$ cat src/rtl/rti_pkg.sv
// Shared RTI definitions: entry layout, default widths and the dispatcher
// state encoding. Producers on the RTI core side use rti_entry_t, so the
// timestamp-in-upper-half layout must not change here without them.
package rti_pkg;

  localparam int RTI_ENTRY_W = 128;
  localparam int RTI_TS_W    = 64;
  localparam int RTI_DATA_W  = 64;
  localparam int RTI_CNT_W   = 32;

  // State table
  //   state | meaning
  //   IDLE  | nothing held; may pop the FIFO
  //   LOAD  | pop issued last cycle; capture fifo_dout this cycle
  //   ARMED | entry held; waiting for counter to reach its timestamp
  typedef enum logic [1:0] {
    IDLE  = 2'd0,
    LOAD  = 2'd1,
    ARMED = 2'd2
  } rti_disp_state_t;

  typedef struct packed {
    logic [RTI_TS_W-1:0]   ts;
    logic [RTI_DATA_W-1:0] data;
  } rti_entry_t;

  // Builds an entry in the layout the RTI core stores.
  function automatic rti_entry_t rti_make_entry(input logic [RTI_TS_W-1:0]   ts,
                                                input logic [RTI_DATA_W-1:0] data);
    rti_entry_t e;
    e.ts   = ts;
    e.data = data;
    return e;
  endfunction

endpackage

$ cat src/rtl/rti_ts_compare.sv
// Unsigned full-width compare of the system timer against the held timestamp.
// Kept as its own block so it can be pipelined later without touching the FSM.
module rti_ts_compare #(
  parameter int W = 64
) (
  input  logic [W-1:0] i_counter,
  input  logic [W-1:0] i_hold_ts,
  output logic         o_eq,
  output logic         o_gt
);

  assign o_eq = (i_counter == i_hold_ts);
  assign o_gt = (i_counter >  i_hold_ts);

endmodule

$ cat src/rtl/rti_dispatcher.sv
// RTI dispatcher: pops timed entries from the RTI core FIFO, holds each one
// until the system timer equals its timestamp, then issues the payload as a
// one-cycle strobe. Entries already in the past raise timing_error.
//
// Build option RTI_DISPATCH_DROP_LATE_EN:
//   undefined - a late entry is issued anyway, together with timing_error
//   defined   - a late entry is discarded and counted on drop_count
module rti_dispatcher
  import rti_pkg::*;
#(
  parameter int TS_WIDTH    = RTI_TS_W,
  parameter int DATA_WIDTH  = RTI_DATA_W,
  parameter int COUNT_WIDTH = RTI_CNT_W
) (
  input  logic                           clk,
  input  logic                           reset,
  input  logic                           flush,
  input  logic                           enable,
  input  logic [TS_WIDTH-1:0]            counter,
  input  logic [TS_WIDTH+DATA_WIDTH-1:0] fifo_dout,
  input  logic                           fifo_empty,
  output logic                           fifo_read,
  output logic                           out_valid,
  output logic [DATA_WIDTH-1:0]          out_data,
  output logic                           timing_error,
  output logic [TS_WIDTH+DATA_WIDTH-1:0] timing_error_data,
  output logic [COUNT_WIDTH-1:0]         dispatch_count,
`ifdef RTI_DISPATCH_DROP_LATE_EN
  output logic [COUNT_WIDTH-1:0]         drop_count,
`endif
  output logic                           busy
);

  localparam int ENTRY_W = TS_WIDTH + DATA_WIDTH;
  localparam logic [COUNT_WIDTH-1:0] CNT_ONE = COUNT_WIDTH'(1);

  rti_disp_state_t          r_state;
  logic [TS_WIDTH-1:0]      r_hold_ts;
  logic [DATA_WIDTH-1:0]    r_hold_data;
  logic                     r_out_valid;
  logic [DATA_WIDTH-1:0]    r_out_data;
  logic                     r_timing_error;
  logic [ENTRY_W-1:0]       r_timing_error_data;
  logic [COUNT_WIDTH-1:0]   r_dispatch_count;
`ifdef RTI_DISPATCH_DROP_LATE_EN
  logic [COUNT_WIDTH-1:0]   r_drop_count;
`endif

  logic w_clr;
  logic w_eq;
  logic w_gt;
  logic w_done;
  logic w_fetch;

  rti_ts_compare #(
    .W (TS_WIDTH)
  ) u_cmp (
    .i_counter (counter),
    .i_hold_ts (r_hold_ts),
    .o_eq      (w_eq),
    .o_gt      (w_gt)
  );

  // Reset and flush share one clear path; both also block any pop.
  assign w_clr  = reset | flush;
  // The held entry resolves (fires or is found late) this cycle.
  assign w_done = (r_state == ARMED) & (w_eq | w_gt);
  // A pop is allowed from IDLE, or in the same cycle a held entry resolves so
  // back-to-back entries keep the 2-cycle issue spacing.
  assign w_fetch = ~w_clr & enable & ~fifo_empty & ((r_state == IDLE) | w_done);

  assign fifo_read         = w_fetch;
  assign busy              = (r_state == LOAD) | (r_state == ARMED);
  assign out_valid         = r_out_valid;
  assign out_data          = r_out_data;
  assign timing_error      = r_timing_error;
  assign timing_error_data = r_timing_error_data;
  assign dispatch_count    = r_dispatch_count;
`ifdef RTI_DISPATCH_DROP_LATE_EN
  assign drop_count        = r_drop_count;
`endif

  // Dispatch FSM with registered strobes, captured entry and counters.
  always_ff @(posedge clk) begin
    if (w_clr) begin
      r_state             <= IDLE;
      r_hold_ts           <= '0;
      r_hold_data         <= '0;
      r_out_valid         <= 1'b0;
      r_out_data          <= '0;
      r_timing_error      <= 1'b0;
      r_timing_error_data <= '0;
      r_dispatch_count    <= '0;
`ifdef RTI_DISPATCH_DROP_LATE_EN
      r_drop_count        <= '0;
`endif
    end else begin
      r_out_valid    <= 1'b0;
      r_timing_error <= 1'b0;
      case (r_state)
        IDLE: begin
          if (w_fetch) r_state <= LOAD;
        end
        LOAD: begin
          // No compare here: an entry equal to the counter in this cycle is
          // already late by the time it is armed.
          r_hold_ts   <= fifo_dout[ENTRY_W-1 -: TS_WIDTH];
          r_hold_data <= fifo_dout[DATA_WIDTH-1:0];
          r_state     <= ARMED;
        end
        ARMED: begin
          if (w_eq) begin
            r_out_valid      <= 1'b1;
            r_out_data       <= r_hold_data;
            r_dispatch_count <= r_dispatch_count + CNT_ONE;
          end else if (w_gt) begin
            r_timing_error      <= 1'b1;
            r_timing_error_data <= {r_hold_ts, r_hold_data};
`ifdef RTI_DISPATCH_DROP_LATE_EN
            r_drop_count        <= r_drop_count + CNT_ONE;
`else
            r_out_valid         <= 1'b1;
            r_out_data          <= r_hold_data;
            r_dispatch_count    <= r_dispatch_count + CNT_ONE;
`endif
          end
          if (w_done) r_state <= w_fetch ? LOAD : IDLE;
        end
        default: r_state <= IDLE;
      endcase
    end
  end

endmodule

$ cat config.mk
export PLATFORM = sky130hd
export DESIGN_NAME = rti_dispatcher
export DESIGN_NICKNAME = d
export VERILOG_FILES = /design/src/rtl/rti_pkg.sv /design/src/rtl/rti_ts_compare.sv /design/src/rtl/rti_dispatcher.sv
export SDC_FILE = /design/constraint.sdc
export NUM_CORES = 1
export LEC_CHECK = 0
export ABC_AREA = 1
export CORE_MARGIN = 8
export CORE_UTILIZATION = 30
export DETAILED_ROUTE_END_ITERATION = 8
export GPL_TIMING_DRIVEN = 0
export HOLD_SLACK_MARGIN = 0.08
export PLACE_DENSITY_LB_ADDON = 0.08
export SLEW_MARGIN = 20
export SYNTH_ARGS = -nofsm -noshare
export SYNTH_HDL_FRONTEND = slang
export SYNTH_SLANG_ARGS = --single-unit
$ cat constraint.sdc
create_clock -name clk -period 2.5 [get_ports clk]
set_clock_uncertainty 0.15 [all_clocks]
set_input_delay 0.375 -clock clk [delete_from_list [all_inputs] [get_ports clk]]
set_output_delay 0.375 -clock clk [all_outputs]
set_load 0.05 [all_outputs]
* Yosys cells after proc, flatten, opt, wreduce, memory -nomap -nowiden
Index checks and enable logic that the tools add are counted.
** Storage, ports and cells
- Register bits after elaboration :: 356
- Input bits :: 197
- Output and inout port bits :: 228
- Logic and storage cells :: 44
** Operators by class
- Add/sub/neg operators :: 1
- Magnitude comparators :: 1
- Equal/unequal tests :: 5
- Muxes and demuxes :: 10
- Bitwise gates (word level) :: 12
- Reduce and logical (&&, ||, !) cells :: 7
** Operators by type and width (number)
- $mux 64 :: 2
- $eq 64x64->1 :: 1
- $gt 64x64->1 :: 1
- $mux 32 :: 2
- $add 32x1->32 const B :: 1
- $pmux 2 s3 :: 1
- $and 1x1->1 :: 4
- $mux 2 :: 2
- $ne 2x2->1 const B :: 2
- $not 1->1 :: 4
- $or 1x1->1 :: 4
- $reduce_and 2->1 :: 2
- $mux 1 :: 3
- $reduce_and 3->1 :: 1
- $reduce_or 3->1 :: 1
- $eq 2x1->1 const B :: 1
- $eq 2x2->1 const B :: 1
- $logic_not 2->1 :: 1
- $reduce_bool 2->1 :: 1
- $reduce_or 2->1 :: 1

* Depth between registers and ports, before layout
- Depth after elaboration :: 8
- Gate-level depth with buffers :: 22

* Cells and area by module
Synthesis repeated with hierarchy kept, for this count alone.
** Second synthesis, totals
- Cell total of the unflattened synthesis :: 2018
- Area total of the unflattened synthesis :: 14869.3 µm²
** Modules (own cells, without submodules)
- rti_dispatcher :: instances 1, cells an instance 1709, area an instance 12996.2 µm², seq. area each 7126.8 µm²
- rti_ts_compare :: instances 1, cells an instance 309, area an instance 1873.0 µm², seq. area each 0.0 µm²

* Worst setup path after synthesis
OpenSTA, ideal clock, no wires.
- Path kind :: input to output
- Start :: input counter[63]
- End :: output fifo_read
- Arrival time :: 2606 ps
- Required time :: 1975 ps
- Path slack :: -631 ps
- Stages :: 12
- Buffers on the path :: 2
- Cell sequence :: ha_1 > nand2_1 > nor2_1 > and2_1 > nand4_1 > nor3_2 > nand2_1 > nand3_1 > nand2_2 > buf_4 > buf_2 > a21oi_1
** Between the ends
- Cells in the longest elaborated chain, start to end :: 5
- Elaborated cells between the ends (all ways) :: 6
- Those cells by class :: order compare: 1; eq/ne: 1; bitwise: 4
** Ends and longest elaborated chain
- start: declaration :: RTL line rti_dispatcher.sv:19 : input logic [TS_WIDTH-1:0] counter,
- $gt 64x64->1 or $eq 64x64->1 (tied branches) :: RTL line rti_ts_compare.sv:13, rti_ts_compare.sv:12
- $or 1x1->1 (*) :: RTL line rti_dispatcher.sv:67 : assign w_done = (r_state == ARMED) & (w_eq | w_gt);
- $and 1x1->1 (*) :: RTL line rti_dispatcher.sv:67
- $or 1x1->1 (*) :: RTL line rti_dispatcher.sv:70 : assign w_fetch = ~w_clr & enable & ~fifo_empty & ((r_state == IDLE) | w_done);
- $and 1x1->1 (*) :: RTL line rti_dispatcher.sv:70
- end: declaration :: RTL line rti_dispatcher.sv:22 : output logic fifo_read,
Every way passes the cells marked *; elsewhere a longest branch is shown, timed or not.

* Worst setup path after layout
- Start :: register r_hold_ts[45]
- End :: output fifo_read
** Between the ends
- Cells in the longest elaborated chain, start to end :: 5
- Elaborated cells between the ends (all ways) :: 6
- Those cells by class :: order compare: 1; eq/ne: 1; bitwise: 4
** Ends and longest elaborated chain
- start: declaration :: RTL line rti_dispatcher.sv:38 : logic [TS_WIDTH-1:0] r_hold_ts;
- start signal: assignment :: RTL line rti_dispatcher.sv:107 : r_hold_ts <= fifo_dout[ENTRY_W-1 -: TS_WIDTH];
- $gt 64x64->1 or $eq 64x64->1 (tied branches) :: RTL line rti_ts_compare.sv:13, rti_ts_compare.sv:12
- $or 1x1->1 (*) :: RTL line rti_dispatcher.sv:67
- $and 1x1->1 (*) :: RTL line rti_dispatcher.sv:67
- $or 1x1->1 (*) :: RTL line rti_dispatcher.sv:70
- $and 1x1->1 (*) :: RTL line rti_dispatcher.sv:70
Marked as above.

==> impl_metrics.ini <==
[cells_and_area]
fin_cells = 2987
fin_area_um2 = 21300
fin_nets = 2606
fillers = 4827
area_delta_synth_final_pct = 47.8
layout-drive-gt1-share_pct = 7.60

[die]
die_w_um = 235
die_area_um2 = 55400
floorplan.rows = 80
core_um2 = 47600
io_pins = 425
die_y_um = 235
start_util_pct = 30.3

[clock_network]
cts_root_buffer = clkbuf_16
cts_max_path_buffers = 3
clock_latency_ns = 0.57
htreeDepth = 2
cts_buffers = 43
cts_sinks = 356
cts_tree = yes
clk_pin_slew_ns = 0.06

[timing]
finalHoldViolCount = 0
rsz0062_at_grt = true
finalCritPeriodShare_pct = 131
setup_slack_ns = -0.763
fmax_ghz = 0.306
worstMarginPinSlew_ns = 0.881
whs_ns = 0.216
finalMaxSlewViolations = 0
slew_headroom_pct = 41.3
fin_crit_ns = 3.26
setup_viol = 225

[routing]
num_vias = 14031
vias_per_cell = 4.70
dr.pass1.iters = 5
ant_nets = 0
wirelength_um = 57900
post-route-drc-count = 0
drt_iter0_markers = 661
wire_per_inst_um = 19.4

[power]
power.density_nw_per_um2 = 612
peakVddDrop_mv = 0.432
leakagePower_uw = 0.00746

[setup_path]
cp.arrival_ns = 2.74
critical_path_class = register to primary output
worstPathMaxFanout = 3
required_ns = 1.98
startpoint_type = register
reg2reg_from = r_hold_ts[45]
end_kind = primary output
critPathLaunch = r_hold_ts[45]

[yosys]
ys_seq_elements = 356
syn_area_um2 = 14400
ys_warn_count = 0
syn_inst = 1860
synth_nets = 2127
synth_cell_types = 31
avgSynthCellArea_um2 = 7.77
seq_area_frac_synth_pct = 49.3

[place]
place.gp.congestion = 0.859
placed_area_um2 = 19600
placedCellCount = 2899
io_buffers = 424
dp_hpwl_um = 44600

[global_route]
grt_pass1_wl_um = 86600
grt_pass1_vias = 14130
track_usage_pct = 20.1
antenna_found_initial = 10
overflow = 0
grt_start_max_net_pins = 12

[job]
cap_viol_max_count = 0

[status]
outcome = complete, but fails checks
violations = setup timing

[min_path]
hold_class = primary input to register
hold_path.startpoint = fifo_dout[28]
[routing by layer]
| metal | up-vias | routed length, um | GRT usage (%) |
|---|---|---|---|
| li1 | 7073 | - | - |
| met1 | 6533 | 24500 | 24.1 |
| met2 | 325 | 28100 | 34.5 |
| met3 | 92 | 3660 | 5.42 |
| met4 | 8 | 1610 | 6.69 |
| met5 | - | 46 | 0 |
[repair_timing]
action	CTS	global route
endpoints found under the hold margin	0	0
hold buffers	0	0
setup buffers	7	3
resized for setup	67	43
setup endpoints to repair	338	321
pin swaps	12	15
[synthesized netlist by cell type]
cell type / n / share of area [%]
nand3_1: 11 / 0.38
o21a_1: 3 / 0.16
buf_2: 17 / 0.59
nor3_2: 1 / 0.069
xnor2_1: 4 / 0.24
a21o_1: 3 / 0.16
nor2_1: 303 / 7.9
buf_4: 9 / 0.47
o21ai_0: 177 / 6.1
inv_1: 114 / 3.0
inv_2: 3 / 0.078
buf_1: 4 / 0.10
xor2_1: 19 / 1.2
nor3_1: 20 / 0.69
buf_6: 12 / 0.94
nand2_1: 296 / 7.7
nor3b_1: 1 / 0.052
dfxtp_1: 356 / 49
nand4_1: 9 / 0.39
and3_1: 4 / 0.17
a21oi_1: 248 / 8.6
a21oi_2: 1 / 0.061
o21bai_1: 4 / 0.21
nand3_2: 1 / 0.069
and2_1: 1 / 0.043
ha_1: 70 / 6.1
nor3b_2: 1 / 0.087
nand2_2: 1 / 0.043
clkbuf_1: 72 / 1.9
nor4_1: 6 / 0.26
o21ai_1: 89 / 3.1
[through the flow]
| stage | setup WS [ns] | utilization (%) | power, uW | setup TNS [ns] |
|---|---|---|---|---|
| 2_1_floorplan | -0.132 | - | 6340 | -0.132 |
| 3_3_place_gp | -2.07 | 41.1 | 6900 | -253.82 |
| 3_5_place_dp | -2.06 | 41.1 | 6900 | -256.57 |
| 4_1_cts | -0.851 | 44.5 | 13200 | -62.28 |
| 5_1_grt | -0.953 | 44.8 | 13600 | -106.58 |
| 6_report | -0.763 | 44.8 | 13100 | -48.86 |
[where the power goes]
group | switching, uW | total (uW) | internal [uW]
combinational | 563 | 1070 | 508
sequential | 21.7 | 5740 | 5710
clock | 2480 | 6250 | 3770
total | 3070 | 13100 | 9990
[worst paths after layout]
kind                                         endpoint  slack (ns)  depth (start not counted)
worst max-delay path                        fifo_read       -0.76                         13
worst min-delay path                  r_hold_data[28]        0.22                          3
worst max register to register  timing_error_data[86]       -0.37                         16
worst min register to register        r_hold_data[41]        0.32                          2
[sequential cells by signal (all words and copies together), names as in the netlist]
name               flops
out_valid              1
r_state                2
timing_error_data    128
timing_error           1
r_hold_ts             64
out_data              64
r_hold_data           64
dispatch_count        32
[cell usage in the layout, fill, tap and decap left out, types with 5 or more instances in the layout]
cell type / netlist / layout
buf_4: 9 / 23
o21ai_1: 89 / 97
nand4_1: 9 / 9
buf_6: 12 / 15
clkbuf_8: 0 / 15
dfxtp_2: 0 / 6
clkdlybuf4s50_1: 0 / 422
a21oi_1: 248 / 246
o21ai_0: 177 / 169
diode_2: 0 / 5
inv_2: 3 / 14
ha_4: 0 / 12
clkbuf_1: 72 / 72
nor4_1: 6 / 6
dfxtp_1: 356 / 350
nand2_2: 1 / 6
nand3_1: 11 / 10
ha_1: 70 / 58
inv_1: 114 / 101
buf_2: 17 / 7
nor3_1: 20 / 19
clkbuf_16: 0 / 44
nor2_1: 303 / 297
nand2_1: 296 / 288
xor2_1: 19 / 19
clkbuf_2: 0 / 5
[cell type report]
type,instances,area [um2],area share [%]
diodes,5,12.5,0.0586
repair buffers,434,4320,20.3
multi-input cells,1273,6570,30.8
plain buffers,114,682,3.19
clock buffers,69,1350,6.30
well taps,615,769,3.60
clock inverters,4,66.3,0.311
flip-flops and latches,356,7130,33.4
inverters,117,449,2.10
[cell families after synthesis]
logic type               after synthesis  synth area share [%]
flip-flops                           356                  49.3
buffers and inverters                231                  7.01
AO/OA/AOI/OAI                        525                  18.4
adder cells (fa/ha/maj)               70                  6.06
AND/OR/NAND/NOR                      655                  17.8
XOR/XNOR                              23                  1.39
[worst max-delay path, stage by stage (launching register included)]
cell     delay, ns
dfxtp_1       0.30
inv_1         0.08
ha_4          0.28
nand2_1       0.06
nor2_2        0.13
nand4_1       0.19
nor3_2        0.31
nand2_2       0.11
nand3_2       0.11
nand2_4       0.06
buf_8         0.12
buf_8         0.11
a21oi_4       0.15
buf_8         0.17
No activity file was read; power rests on OpenSTA's default activity.
